<file path="src/rtl/piso_serializer.sv">
// Parallel-in / serial-out shifter with a valid/ready load port and a
// stallable one-bit output stream. It can append an even-parity bit after
// the data bits. A word accepted on the last-bit edge of the current frame
// follows that frame with no idle cycle between them.
module piso_serializer #(
  parameter int WIDTH     = 8,
  parameter int MSB_FIRST = 1,
  parameter int PARITY    = 0
) (
  input  logic             clk,
  input  logic             rst_n,
  input  logic             load_valid,
  output logic             load_ready,
  input  logic [WIDTH-1:0] load_data,
  input  logic             stall,
  output logic             ser_out,
  output logic             ser_we,
  output logic             ser_last,
  output logic             busy
);

  // Number of bits in one frame, including the optional parity bit.
  localparam int FRAME_BITS = WIDTH + PARITY;
  // The counter has room for N-1 and never counts below zero.
  localparam int CNT_W = $clog2(WIDTH + 2);

  localparam logic [CNT_W-1:0] CNT_LOAD = CNT_W'(FRAME_BITS - 1);
  localparam logic [CNT_W-1:0] CNT_ONE  = CNT_W'(1);
  localparam logic [CNT_W-1:0] CNT_PAR  = CNT_W'(PARITY);

  localparam logic [0:0] ST_IDLE  = 1'b0;
  localparam logic [0:0] ST_SHIFT = 1'b1;

  logic [0:0]       state;
  logic [WIDTH-1:0] shift_reg;
  logic             par_bit;
  logic [CNT_W-1:0] count;
  logic             ser_bit;

  logic in_shift;
  logic at_last;
  logic step;
  logic accept;
  logic advance;

  // Even parity over the whole word; sent as the final bit when enabled.
  function automatic logic even_parity(input logic [WIDTH-1:0] w);
    return ^w;
  endfunction

  // Bit that leaves the word first, as the serial order selects.
  function automatic logic first_bit(input logic [WIDTH-1:0] w);
    if (MSB_FIRST != 0) return w[WIDTH-1];
    else                return w[0];
  endfunction

  // Bit that becomes visible after one shift of the current register.
  function automatic logic next_bit(input logic [WIDTH-1:0] w);
    if (MSB_FIRST != 0) return w[WIDTH-2];
    else                return w[1];
  endfunction

  // Move the register one place toward its output end.
  function automatic logic [WIDTH-1:0] shift_word(input logic [WIDTH-1:0] w);
    if (MSB_FIRST != 0) return {w[WIDTH-2:0], 1'b0};
    else                return {1'b0, w[WIDTH-1:1]};
  endfunction

  assign in_shift = (state == ST_SHIFT);
  assign at_last  = (count == '0);
  // The sink consumes a bit on every unstalled edge while shifting.
  assign step     = in_shift && !stall;
  // A bit is consumed and more bits of the frame remain.
  assign advance  = step && !at_last;

  // The next word can enter while idle, or on the edge that consumes the
  // final bit of the frame, which keeps streams back-to-back.
  assign load_ready = !in_shift || (at_last && !stall);
  assign accept     = load_valid && load_ready;

  assign ser_we   = step;
  assign ser_last = in_shift && at_last;
  assign busy     = in_shift;
  assign ser_out  = ser_bit;

  // Frame state: enter SHIFT on accept, return to IDLE after the last bit.
  always_ff @(posedge clk or negedge rst_n) begin
    if (!rst_n) begin
      state <= ST_IDLE;
    end else if (accept) begin
      state <= ST_SHIFT;
    end else if (step && at_last) begin
      state <= ST_IDLE;
    end
  end

  // Bits still to be emitted after the current one; held under stall.
  always_ff @(posedge clk or negedge rst_n) begin
    if (!rst_n) begin
      count <= '0;
    end else if (accept) begin
      count <= CNT_LOAD;
    end else if (advance) begin
      count <= count - CNT_ONE;
    end
  end

  // Shift register and captured parity; load_data only matters on accept.
  always_ff @(posedge clk or negedge rst_n) begin
    if (!rst_n) begin
      shift_reg <= '0;
      par_bit   <= 1'b0;
    end else if (accept) begin
      shift_reg <= load_data;
      par_bit   <= even_parity(load_data);
    end else if (advance) begin
      shift_reg <= shift_word(shift_reg);
    end
  end

  // Registered serial bit: the first bit appears one cycle after accept.
  // The parity bit follows once only it is left to send. The bit holds
  // while stalled or idle.
  always_ff @(posedge clk or negedge rst_n) begin
    if (!rst_n) begin
      ser_bit <= 1'b0;
    end else if (accept) begin
      ser_bit <= first_bit(load_data);
    end else if (advance) begin
      ser_bit <= (count > CNT_PAR) ? next_bit(shift_reg) : par_bit;
    end
  end

endmodule
</file>
<file path="config.mk">
export PLATFORM = sky130hd
export DESIGN_NAME = piso_serializer
export DESIGN_NICKNAME = d
export VERILOG_FILES = /design/src/rtl/piso_serializer.sv
export SDC_FILE = /design/constraint.sdc
export NUM_CORES = 1
export LEC_CHECK = 0
export CAP_MARGIN = 20
export CORE_AREA = 4 4 41 43
export CTS_BUF_LIST = sky130_fd_sc_hd__clkbuf_4 sky130_fd_sc_hd__clkbuf_8 sky130_fd_sc_hd__clkbuf_16
export DETAILED_ROUTE_END_ITERATION = 16
export DIE_AREA = 0 0 45 47
export PLACE_DENSITY = 0.89
export REMOVE_ABC_BUFFERS = 1
export SYNTH_ARGS = -nofsm -noshare
export SYNTH_HDL_FRONTEND = slang
export SYNTH_SLANG_ARGS = --single-unit
</file>
<file path="constraint.sdc">
create_clock -name clk -period 5.4 [get_ports clk]
set_clock_uncertainty 0.2 [all_clocks]
set_input_delay 1.08 -clock clk [delete_from_list [all_inputs] [get_ports clk]]
set_output_delay 1.08 -clock clk [all_outputs]
set_load 0.05 [all_outputs]
</file>
==> flow_summary.toml <==
[status]
status = "completed"

[setup_path]
worstSetupPathType = "input port to output port"
critPathArrivalTime_ns = 2.62
critPathCaptureType = "output port"
crit_fanout = 4
reg2reg_depth = 6
crit_top_cell = "clkdlybuf4s50_1"
max_stage_delay_ns = 0.85
worst_path_max_delay_cell = "clkdlybuf4s50_1"
cp.required_ns = 4.12
cp-start-kind = "input port"
crit_chain = "clkdlybuf4s50_1, o21ai_0, clkdlybuf4s50_1"

[synth]
netlist_instances = 66
ys_ff_latch = 13
synth_top_cell_by_area = "dfrtp_1"
synth_area_leaders = "dfrtp_1 (53%), nor2_1 (9.1%), o22ai_1 (7.1%), nand2_1 (3.0%), o211a_4 (2.8%)"
async_reset_ff_frac = 1.00
synth.most_common_cell = "nor2_1"
synth_common_cells = "nor2_1 (15), dfrtp_1 (13), o22ai_1 (7), nand2_1 (5), inv_1 (4)"
avgSynthCellArea_um2 = 9.37
yosysWarningCount = 0
synth_top_cell_area_share = 0.526
yosysSeqAreaShare = 0.526
synth.distinct_cells = 22
syn-cell-area_um2 = 618
synth-edff-count = 0
ys.flop_type = "dfrtp_1"

[floorplan]
die_area_um2 = 2120
core_area_um2 = 1300
start_util = 0.475
die_width_um = 45
pin_count = 17
rows = 13
die_h_um = 47

[drt]
wl_met3_um = 98
top_layer_used = "met4"
drc = 0
viasPerCell = 5.28
dr_total_vias = 517
drtAntennaViolNets = 0
drtPass1Iterations = 6
wl_met1_um = 532
drt-total-wl_um = 1230
first_iter_violations = 12
wl_per_cell_um = 12.5
wl_met2_um = 565

[clock_tree]
cts-root-buf = "clkbuf_4"
cts_hold_buf = 0
htree_levels = 1
clock_latency_ns = 0.28
post_cts_resized = 0
clkSinkCount = 13
clock_path_buffers = 2
cts_buffers = 3
cts_setup_buffers = 0
path_clk_slew_ns = 0.07
cts_tree = "built"

[finish]
multi_input_area_um2 = 260
ff_latch_area_um2 = 325
antennaDiodeCount = 0
syn_to_final_growth_pct = 31.0
fillers = 114
drive_gt1_frac = 0.0723
largest_reg_flops = 7
fin_nets = 97

[timing]
slew_viol_final = 0
fin_hold_ws_ns = 0.314
worstMarginPinSlew_ns = 0.815
setup-tns-final_ns = 0
rsz0062_at_grt = "false"
period_minus_slack_ns = 3.90
hold_viol = 0
relSlewSlack = 0.453
fin_crit_sh = 0.723
fmax_ghz = 0.256
finalSetupViolCount = 0

[power_and_ir_drop]
vdd_drop_max_v = 0.000266
switching_power_mw = 0.159
p_int_mw = 0.246
power_frac_clock = 0.164
p_seq_frac = 0.412
swShare = 0.393
p_comb_frac = 0.425
powerDensity_nw_per_um2 = 500
leakagePower_nw = 0.343

[flow_run]
drv_cap = 0

[grt]
antenna_found_initial = 0
grt_max_degree = 14
grt.overflow.total = 0
grt_usage = 0.147
first_global_vias = 479
grt_pass1_wl_um = 2100

[worst_hold_path]
hold_path.class = "flop to flop"
hold_depth = 2

[placed_design]
dp_hpwl_um = 845
gp_congestion = 0.769
port_buffers = 16
-- worst max-delay path: cells and delay by family --
| family | cells | cell delay, ns |
|---|---|---|
| AOI/OAI and AO/OA | 1 | 0.24 |
| buffers and inverters | 2 | 1.30 |
-- routing by layer --
layer	up-vias	track usage
met4	0	0.0877
li1	256	-
met5	-	0
met1	243	0.173
met3	4	0.0690
met2	14	0.220
-- layout make-up --
cell class	instances	share of cell area
flip-flops and latches	13	0.402
repair buffers	16	0.198
clock buffers	4	0.0371
inverters	4	0.0185
multi-input cells	46	0.321
well taps	15	0.0232
-- kinds of logic (layout without fill, tap and decap cells) --
| logic type | Yosys count | after routing | synth area share |
|---|---|---|---|
| fa+ha+maj | 1 | 1 | 0.0202 |
| buf+inv | 7 | 24 | 0.0526 |
| xor+xnor | 3 | 3 | 0.0425 |
| flops | 13 | 13 | 0.526 |
| simple gates | 30 | 30 | 0.223 |
| compound gates | 12 | 12 | 0.136 |
-- worst paths after layout --
kind	end	slack (ns)	start
min in group asynchronous	busy$_DFFE_PN0P_	0.96	rst_n
hold / removal	shift_reg[6]$_DFFE_PN0P_	0.31	shift_reg[5]$_DFFE_PN0P_
max in group asynchronous	shift_reg[6]$_DFFE_PN0P_	3.67	rst_n
setup reg to reg	count[0]$_DFFE_PN0P_	3.33	count[0]$_DFFE_PN0P_
setup / recovery	load_ready	1.50	stall
hold reg to reg	shift_reg[6]$_DFFE_PN0P_	0.31	shift_reg[5]$_DFFE_PN0P_
-- stage by stage --
stage / std cells / util / worst slack, ns / area (µm²) / total power [mW]
2_1_floorplan: 63 / - / 1.89 / 601 / 0.286
3_3_place_gp: 94 / 0.599 / 1.50 / 779 / 0.331
3_5_place_dp: 94 / 0.599 / 1.48 / 779 / 0.337
4_1_cts: 98 / 0.622 / 1.48 / 810 / 0.410
5_1_grt: 98 / 0.622 / 1.39 / 810 / 0.437
6_report: 98 / 0.622 / 1.50 / 810 / 0.405
-- cells in the final DEF (no fill, tap or decap), drive strengths merged --
cell,netlist,layout
ha,1,1
inv,4,4
dfrtp,13,13
and2,1,1
o21ai,3,3
nor3,1,1
nor4b,1,1
nor2,15,15
o22ai,7,7
nand3,3,3
clkbuf,0,4
xnor2,2,2
xor2,1,1
or2,1,1
o211ai,1,1
nand2b,1,1
or3b,1,1
nor2b,1,1
nand2,5,5
clkdlybuf4s50,0,16
o211a,1,1
-- power groups by stage --
stage	Clock, mW	Combinational (mW)	Sequential (mW)
final	0.0662	0.172	0.167
after global routing	0.0744	0.192	0.170
after CTS	0.0697	0.174	0.166
after detailed placement	0	0.170	0.167
after global placement	0	0.167	0.165
after floorplan	0	0.112	0.174
No activity file was read; power rests on OpenSTA's default activity.
==> variant (same settings) <==
Set the parameter `PARITY` to 1 (it was 0).
--- a/src/rtl/piso_serializer.sv
+++ b/src/rtl/piso_serializer.sv
@@ -5,7 +5,7 @@
 module piso_serializer #(
   parameter int WIDTH     = 8,
   parameter int MSB_FIRST = 1,
-  parameter int PARITY    = 0
+  parameter int PARITY    = 1
 ) (
   input  logic             clk,
   input  logic             rst_n,
Function: changed (a bounded check fails within 10 cycles, from zero or initial values and one cycle with rst_n low).
==> variant against the unedited design <==
Sequential cell count is 1 higher. Worst setup slack got worse by 0.11 ns. Design area grew 19%. Sequential power is 7% higher. Power is 7.0% higher. Routed wire length rose by 29%. Clock power grew 18%. Area after synthesis is 26% higher. Worst hold slack got worse by 0.019 ns. Combinational power increased by 2%. Fmax shrank 2.6%. Critical endpoint unchanged. Largest power group is now sequential cells.
==> variant: results (changes against the unedited design) <==
status = complete, no violations (unchanged)
Peak VDD IR = 282 µV (was 266 µV)
leak pwr = 0.000424 µW (was 0.000343 µW)
slowest cell delay on critical path = 0.87 ns (was 0.85 ns)
vias per cell = 5.56 (was 5.28)
placed cell area = 931 µm² (was 779 µm²)
Worst-path clk slew = 0.09 ns (was 0.07 ns)
largest fanout on the critical path = 6 (was 4)
top area cells in the synthesized netlist = dfrtp_1 45%, xnor2_1 9.0%, nand2_1 7.2% (was dfrtp_1 53%, nor2_1 9.1%, o22ai_1 7.1%)
start point of the worst hold path = par_bit (was shift_reg[5])
Arrival @ worst endpoint = 2.73 ns (was 2.62 ns)
RD Place Congestion = 0.762 (was 0.769)
first-pass GRT wire length = 2670 µm (was 2100 µm)
reg2reg end = shift_reg[0] (was count[0])
drt wl/cell = 13.6 µm (was 12.5 µm)
worst hold endpoint = par_bit (was shift_reg[6])
largest net degree at the start of global routing = 19 (was 14)
sequential fraction of the synthesis area = 0.449 (was 0.526)
dpl hpwl = 1190 µm (was 845 µm)
Commonest cells post-synth = 15 x nand2_1, 14 x dfrtp_1, 9 x nor2_1, 8 x xnor2_1, 6 x a31oi_1 (was 15 x nor2_1, 13 x dfrtp_1, 7 x o22ai_1, 5 x nand2_1, 4 x inv_1)
Hold WS = 0.296 ns (was 0.314 ns)
Worst Tran Pin Value = 0.657 ns (was 0.815 ns)
R2R Setup Slk = 3.41 ns (was 3.33 ns)
Synth cell types = 24 (was 22)
pre-CTS WS = 1.40 ns (was 1.48 ns)
number of global-route vias before repair = 610 (was 479)
==> variant: layout make-up <==
cell class                 instances  area (µm²)
multi-input combinational         63         387
sequential                        14         350
fill                              99         334
timing repair buffer              16         160
clock buffer                       4        36.3
tap                               15        18.8
inverter                           4        15.0
==> variant: metrics by stage <==
stage,cells,utilization
detailed placement,112,0.715
global route,116,0.743
floorplan,81,-
CTS,116,0.743
global placement,112,0.715
finish,116,0.743
==> variant: how the worst max path moves through the flow <==
stage / start / end / slack [ns]
after floorplan: stall / ser_we / 2.19
after global placement: stall / ser_we / 1.41
after detailed placement: stall / ser_we / 1.40
after CTS: stall / ser_we / 1.39
after global routing: stall / ser_we / 1.30
final: stall / load_ready / 1.39
==> variant: critical path: cells and delay by family <==
| kind | cells | cell delay (ns) |
|---|---|---|
| buf+inv | 2 | 1.33 |
| compound gates | 1 | 0.32 |
==> variant: logic make-up after synthesis <==
| logic type | after synthesis | share of synthesized area |
|---|---|---|
| DFF | 14 | 0.449 |
| muxes | 1 | 0.0128 |
| AOI/OAI and AO/OA | 14 | 0.127 |
| adders and majority gates | 2 | 0.0321 |
| xor gates and xnor gates | 10 | 0.112 |
| and+or+nand+nor | 36 | 0.212 |
| buffers and inverters | 7 | 0.0546 |
==> variant: power by group <==
group	switching (µW)	total, µW	internal [µW]
Clock	37.1	78.2	41.1
Sequential	31.8	178	147
Combinational	99.2	176	77.1
Total	168	433	265
==> variant: per-layer routing <==
metal / vias up / part of all wire / track usage
met5: - / 0 / 0
met4: 0 / 0.022 / 0.140
met3: 4 / 0.040 / 0.0460
met2: 15 / 0.51 / 0.311
met1: 310 / 0.43 / 0.201
li1: 316 / - / -
